==> config.mk <==
export PLATFORM = sky130hd
export DESIGN_NAME = phase_advance_accumulator
export DESIGN_NICKNAME = d
export VERILOG_FILES = /design/src/rtl/phase_advance_accumulator.sv
export SDC_FILE = /design/constraint.sdc
export NUM_CORES = 2
export LEC_CHECK = 0
export ABC_AREA = 0
export CAP_MARGIN = 10
export CORE_MARGIN = 1
export CORE_UTILIZATION = 65
export CTS_BUF_LIST = sky130_fd_sc_hd__clkbuf_2 sky130_fd_sc_hd__clkbuf_4 sky130_fd_sc_hd__clkbuf_8
export DETAILED_ROUTE_END_ITERATION = 7
export PLACE_DENSITY = 0.84
export SLEW_MARGIN = 20
export SYNTH_ARGS = -nofsm -noshare
export SYNTH_HDL_FRONTEND = slang
export SYNTH_SLANG_ARGS = --single-unit
==> constraint.sdc <==
create_clock -name clock -period 9.16 [get_ports clock]
set_clock_uncertainty 0.05 [all_clocks]
set_input_delay 1.374 -clock clock [delete_from_list [all_inputs] [get_ports clock]]
set_output_delay 1.374 -clock clock [all_outputs]
set_load 0.005 [all_outputs]
==> src/rtl/phase_advance_accumulator.sv <==
// Phase-vocoder phase advance: wrapped deviation -> true bin frequency -> pitch-scaled
// advance, accumulated into the synthesis phase. Four registered stages, no backpressure.
module phase_advance_accumulator #(
  parameter int ADDR_WIDTH   = 11,
  parameter int PHASE_WIDTH  = 24,
  parameter int OVERLAP_LOG2 = 2,
  parameter int RATIO_WIDTH  = 16,
  parameter int RATIO_FRAC   = 12,
  parameter int FREQ_FRAC    = 8,
  parameter int JUMP_TOL     = 1
) (
  input  logic                                  clock,
  input  logic                                  reset_n,
  input  logic [PHASE_WIDTH-1:0]                phase,
  input  logic [PHASE_WIDTH-1:0]                phase_last,
  input  logic                                  phases_valid,
  input  logic [ADDR_WIDTH-2:0]                 k_max,
  input  logic [RATIO_WIDTH-1:0]                ratio,
  output logic signed [ADDR_WIDTH+FREQ_FRAC:0]  freq,
  output logic [PHASE_WIDTH-1:0]                synth_phase,
  output logic [ADDR_WIDTH-2:0]                 shifted_bin,
  output logic                                  restart,
  output logic                                  out_valid
);
  localparam int STAGES = 4;
  localparam int PW  = PHASE_WIDTH;
  localparam int RW  = RATIO_WIDTH;
  localparam int KW  = ADDR_WIDTH - 1;
  localparam int FW  = ADDR_WIDTH + FREQ_FRAC + 1;
  localparam int SH  = PHASE_WIDTH - OVERLAP_LOG2;
  localparam int AVW = PHASE_WIDTH + ADDR_WIDTH;
  localparam int PRW = AVW + RW + 1;
  localparam int BPW = FW + RW + 1;
  localparam int BSH = RATIO_FRAC + FREQ_FRAC;
  localparam logic signed [BPW-1:0] RND     = BPW'(1) << (BSH - 1);
  localparam logic signed [BPW-1:0] BIN_MAX = BPW'((1 << KW) - 1);

  logic [STAGES:1] r_vld_pipe;

  // S1
  logic [PW-1:0] r1_diff, r1_phase;
  logic [KW-1:0] r1_k;
  logic [RW-1:0] r1_ratio;
  // S2
  logic signed [FW-1:0]  r2_freq;
  logic signed [AVW-1:0] r2_adv;
  logic [PW-1:0]         r2_phase;
  logic [RW-1:0]         r2_ratio;
  logic                  r2_jump;
  logic [KW-1:0]         r_k_prev;
  logic                  r_first;
  // S3
  logic signed [FW-1:0] r3_freq;
  logic [PW-1:0]        r3_padv, r3_phase;
  logic [KW-1:0]        r3_bin;
  logic                 r3_jump;

  logic [KW+SH-1:0]      w_exp_full;
  logic signed [PW-1:0]  w_dev;
  logic signed [FW-1:0]  w_freq;
  logic signed [AVW-1:0] w_adv;
  logic [KW-1:0]         w_kd;
  logic                  w_jump;
  logic signed [RW:0]    w_ratio_s;
  logic signed [PRW-1:0] w_prod;
  logic [PW-1:0]         w_padv;
  logic signed [BPW-1:0] w_bprod, w_bq;
  logic [KW-1:0]         w_bin;

  // Expected advance is k * 2^SH; only its low PW bits matter for the wrapped deviation,
  // but the full width is kept for the unwrapped advance.
  assign w_exp_full = {r1_k, {SH{1'b0}}};
  assign w_dev      = $signed(r1_diff - w_exp_full[PW-1:0]);
  assign w_freq     = $signed({{(FW-KW-FREQ_FRAC){1'b0}}, r1_k, {FREQ_FRAC{1'b0}}})
                    + FW'(w_dev >>> (SH - FREQ_FRAC));
  assign w_adv      = $signed({{(AVW-KW-SH){1'b0}}, w_exp_full}) + AVW'(w_dev);
  assign w_kd       = (r1_k >= r_k_prev) ? (r1_k - r_k_prev) : (r_k_prev - r1_k);
  assign w_jump     = r_first | (w_kd > KW'(JUMP_TOL));

  assign w_ratio_s  = $signed({1'b0, r2_ratio});
  assign w_prod     = PRW'(r2_adv) * PRW'(w_ratio_s);
  assign w_padv     = PW'(w_prod >>> RATIO_FRAC);
  assign w_bprod    = BPW'(r2_freq) * BPW'(w_ratio_s) + RND;
  assign w_bq       = w_bprod >>> BSH;

  always_comb begin
    w_bin = w_bq[KW-1:0];
    if (w_bq[BPW-1])        w_bin = '0;
    else if (w_bq > BIN_MAX) w_bin = '1;
  end

  always_ff @(posedge clock or negedge reset_n) begin
    if (!reset_n) begin
      r_vld_pipe  <= '0;
      r1_diff     <= '0;
      r1_phase    <= '0;
      r1_k        <= '0;
      r1_ratio    <= '0;
      r2_freq     <= '0;
      r2_adv      <= '0;
      r2_phase    <= '0;
      r2_ratio    <= '0;
      r2_jump     <= 1'b0;
      r_k_prev    <= '0;
      r_first     <= 1'b1;
      r3_freq     <= '0;
      r3_padv     <= '0;
      r3_phase    <= '0;
      r3_bin      <= '0;
      r3_jump     <= 1'b0;
      freq        <= '0;
      synth_phase <= '0;
      shifted_bin <= '0;
      restart     <= 1'b0;
    end else begin
      r_vld_pipe <= {r_vld_pipe[STAGES-1:1], phases_valid};
      if (phases_valid) begin
        r1_diff  <= phase - phase_last;
        r1_phase <= phase;
        r1_k     <= k_max;
        r1_ratio <= ratio;
      end
      // first_frame is consumed where the jump decision is made so back-to-back
      // frames following the first one compare against a real k_prev.
      if (r_vld_pipe[1]) begin
        r2_freq  <= w_freq;
        r2_adv   <= w_adv;
        r2_phase <= r1_phase;
        r2_ratio <= r1_ratio;
        r2_jump  <= w_jump;
        r_k_prev <= r1_k;
        r_first  <= 1'b0;
      end
      if (r_vld_pipe[2]) begin
        r3_freq  <= r2_freq;
        r3_padv  <= w_padv;
        r3_phase <= r2_phase;
        r3_bin   <= w_bin;
        r3_jump  <= r2_jump;
      end
      if (r_vld_pipe[3]) begin
        freq        <= r3_freq;
        shifted_bin <= r3_bin;
        restart     <= r3_jump;
        synth_phase <= r3_jump ? r3_phase : synth_phase + r3_padv;
      end
    end
  end

  assign out_valid = r_vld_pipe[STAGES];

endmodule

==> results by group <==
Detailed routing
  • Antenna viol nets, final: 0
  • DRT iter0 DRCs: 1668
  • Vias after detailed routing: 25600
  • Routed wire length: 89000 µm
  • Number of iterations in the first detailed-routing pass: 5
  • DR vias/cell: between 5 and 6
  • Wire length per cell: 19.6 µm
  • DRC viols: 0

Critical path
  • Startpoint types: flop
  • R2R setup slack: 1250 ps
  • Critical path peak fanout: 18
  • Crit end category: flop
  • CP arrival: 8380 ps
  • Data required, critical path: 9620 ps
  • R2R depth: 24
  • Crit Path Class: reg -> reg

Logic synthesis
  • Area leader, netlist: fa_1
  • Ranking of synthesized cells by area: fa_1, dfrtp_1, ha_1, inv_1, mux2_2
  • Synth async-reset ratio: 1.00
  • Post-synthesis net count: 4632
  • Commonest cells in the synthesized netlist: inv_1, fa_1, nand2_1, dfrtp_1, and2_1
  • Cell Area, Synth: approximately 37000 µm²
  • Count leader, synth: inv_1
  • Ys flop type: dfrtp_1
  • YS warnings: 0
  • Xor-xnor portion of the synthesized cell area: 0.0252
  • Synth Area per Inst: between 9 and 10 µm²
  • Mux share of post-synthesis cell area: 0.0701
  • Synth Area in Adders: 0.425
  • Number of synthesized flops with an enable pin: 0
  • Top cell type's share of synthesized area: 0.334
  • Library cells used by synthesis: 67
  • Yosys reg bits: 298
  • Synth Area in Compound Gates: 0.0616
  • Simple-gate area share of the yosys netlist: 0.111
  • Syn Inst Count: ~3700
  • Post-synthesis sequential area ratio: 0.204
  • Largest family of logic cells by synthesized area: adder cells

STA
  • Fmax: 126 MHz
  • Worst-margin pin slew: 1100 ps
  • Period minus WS final: about 7900 ps
  • Worst slew margin: 0.266
  • # setup viols final: 0
  • Setup TNS: 0 ps
  • Slew Limit Fails: 0
  • Crit share post-route: 0.864
  • Unrepaired setup endpoints after global routing: no
  • Endpoints failing hold: 0

Final layout
  • Ratio of cells with drive above 1 in the final layout: 0.0969
  • Nets@finish: 4714
  • ANT cells: 0
  • Layout area overhead: 8.73%

Flow run
  • Max cap viols: 0

Clocking
  • Sinks on Clock Net: roughly 300
  • CTS tree: done
  • Clock Tree Buf Depth: 3
  • Total clock buffers created by CTS: 51
  • Clock tree root buffer cell: clkbuf_8
  • Clk_lat worst skew: 630 ps
  • Clock slew at the register clock pins of the worst setup and hold paths: 70 ps
  • Post_cts resized: 0
  • Cts hold-fix bufs: 0
  • Htree depth: 2
  • Post-CTS Setup Repair Bufs: 0

Hold path
  • Hold WC Path Type: reg -> reg
  • Hold depth: 1

Floorplan
  • Starting Density: 0.661
  • DIE HEIGHT: 239 µm
  • DIE AREA: 57200 µm²
  • I/O pin total: between 100 and 150
  • Num rows: 86
  • Die span in x: approximately 240 µm
  • Total core area: ~55000 µm²

Placed design
  • Port buffer count: 132
  • DP HPWL: 69400 µm
  • Final GP Congestion: 0.994

GRT
  • First-pass GRT wire length: 148000 µm
  • Vias in the first global route: 28100
  • Total grt overflow: 0
  • Global Route Usage Sum: 0.335
  • Initial antenna violation count: 3
  • Largest net degree at the start of global routing: 117

Status
  • Status: finished clean
layer usage:
metal	vias to the layer above	global-route usage	part of all wire
met4	4	0.116	0.038
met3	225	0.0908	0.099
met5	-	0	0.00026
met2	1099	0.528	0.46
met1	12800	0.451	0.40
li1	11400	-	-
final timing paths:
path                              from              to
max in group asynchronous      reset_n  shifted_bin[4]
hold / removal                 r_first         r_first
setup reg to reg           r2_ratio[4]       r3_bin[3]
setup / recovery           r2_ratio[4]       r3_bin[3]
hold reg to reg                r_first         r_first
min in group asynchronous      reset_n  synth_phase[1]
registers in the layout, summed over array words and instances, names as in the netlist, 14 cells and up:
name         count
r2_ratio        16
r1_diff         24
r2_adv          14
r1_ratio        16
r3_freq         20
r3_phase        24
r3_padv         24
freq            20
r2_freq         20
synth_phase     24
r2_phase        24
r1_phase        24
cell usage in the layout (no fill, tap or decap), types with 8 or more instances in the layout:
cell / Yosys / final
and2_1: 280 / 280
o31ai_1: 12 / 12
mux2i_1: 11 / 11
inv_1: 859 / 859
mux2_2: 218 / 218
o21a_1: 18 / 18
fa_1: 610 / 610
nor2b_1: 24 / 24
nand3_1: 19 / 19
o221a_1: 10 / 10
a21oi_1: 98 / 98
dfrtp_1: 297 / 289
nor2_1: 92 / 92
xnor2_1: 80 / 80
and3_1: 8 / 8
nor3_1: 20 / 20
clkbuf_4: 0 / 9
o21bai_1: 19 / 19
xor2_1: 25 / 25
a21o_1: 38 / 38
o21ai_0: 65 / 65
nand2_1: 350 / 350
a31oi_1: 15 / 15
or3_1: 8 / 8
clkbuf_8: 0 / 68
clkdlybuf4s50_1: 0 / 130
buf_4: 0 / 38
ha_1: 267 / 267
final cells by class:
cell class	instances	area, µm²
tap	748	936
timing repair buffer	169	1600
clock buffer	77	1000
sequential	298	7480
inverter	860	3230
clock inverter	13	161
fill	3917	15600
multi-input combinational	2380	25400
logic make-up after synthesis:
kind of cell             Yosys count
AO/OA/AOI/OAI                    339
AND/OR/NAND/NOR                  830
multiplexers                     229
adder cells (fa/ha/maj)          877
XOR/XNOR                         105
buffers and inverters           1000
flip-flops                       298
metrics by stage:
stage	utilization	worst slack [ps]	area (µm²)	cells	hold slack [ps]
floorplan	-	1980	36600	3678	302
global placement	0.698	1500	38600	4455	421
detailed placement	0.698	1350	38600	4455	429
CTS	0.719	1320	39800	4545	439
global route	0.719	834	39800	4545	444
finish	0.719	1250	39800	4545	436
worst max-delay path, cell delays in order (launching register included):
cell      delay, ps
dfrtp_1         830
buf_4           380
and2_1          200
fa_1            420
inv_1            90
fa_1            410
fa_1            570
inv_1            70
fa_1            470
fa_1            500
inv_1            50
fa_1            470
inv_1            40
ha_1            280
a21o_1          190
a211oi_1        210
o21ai_0         130
a221oi_2        500
a211o_2         310
a41oi_4         160
a31oi_1         220
and2_1          170
xnor2_1          70
or4_1           700
o221a_1         310
Power is left out: the tool's default activity adds up to more than one toggle a clock period on the data nets, which glitch-free logic cannot reach.
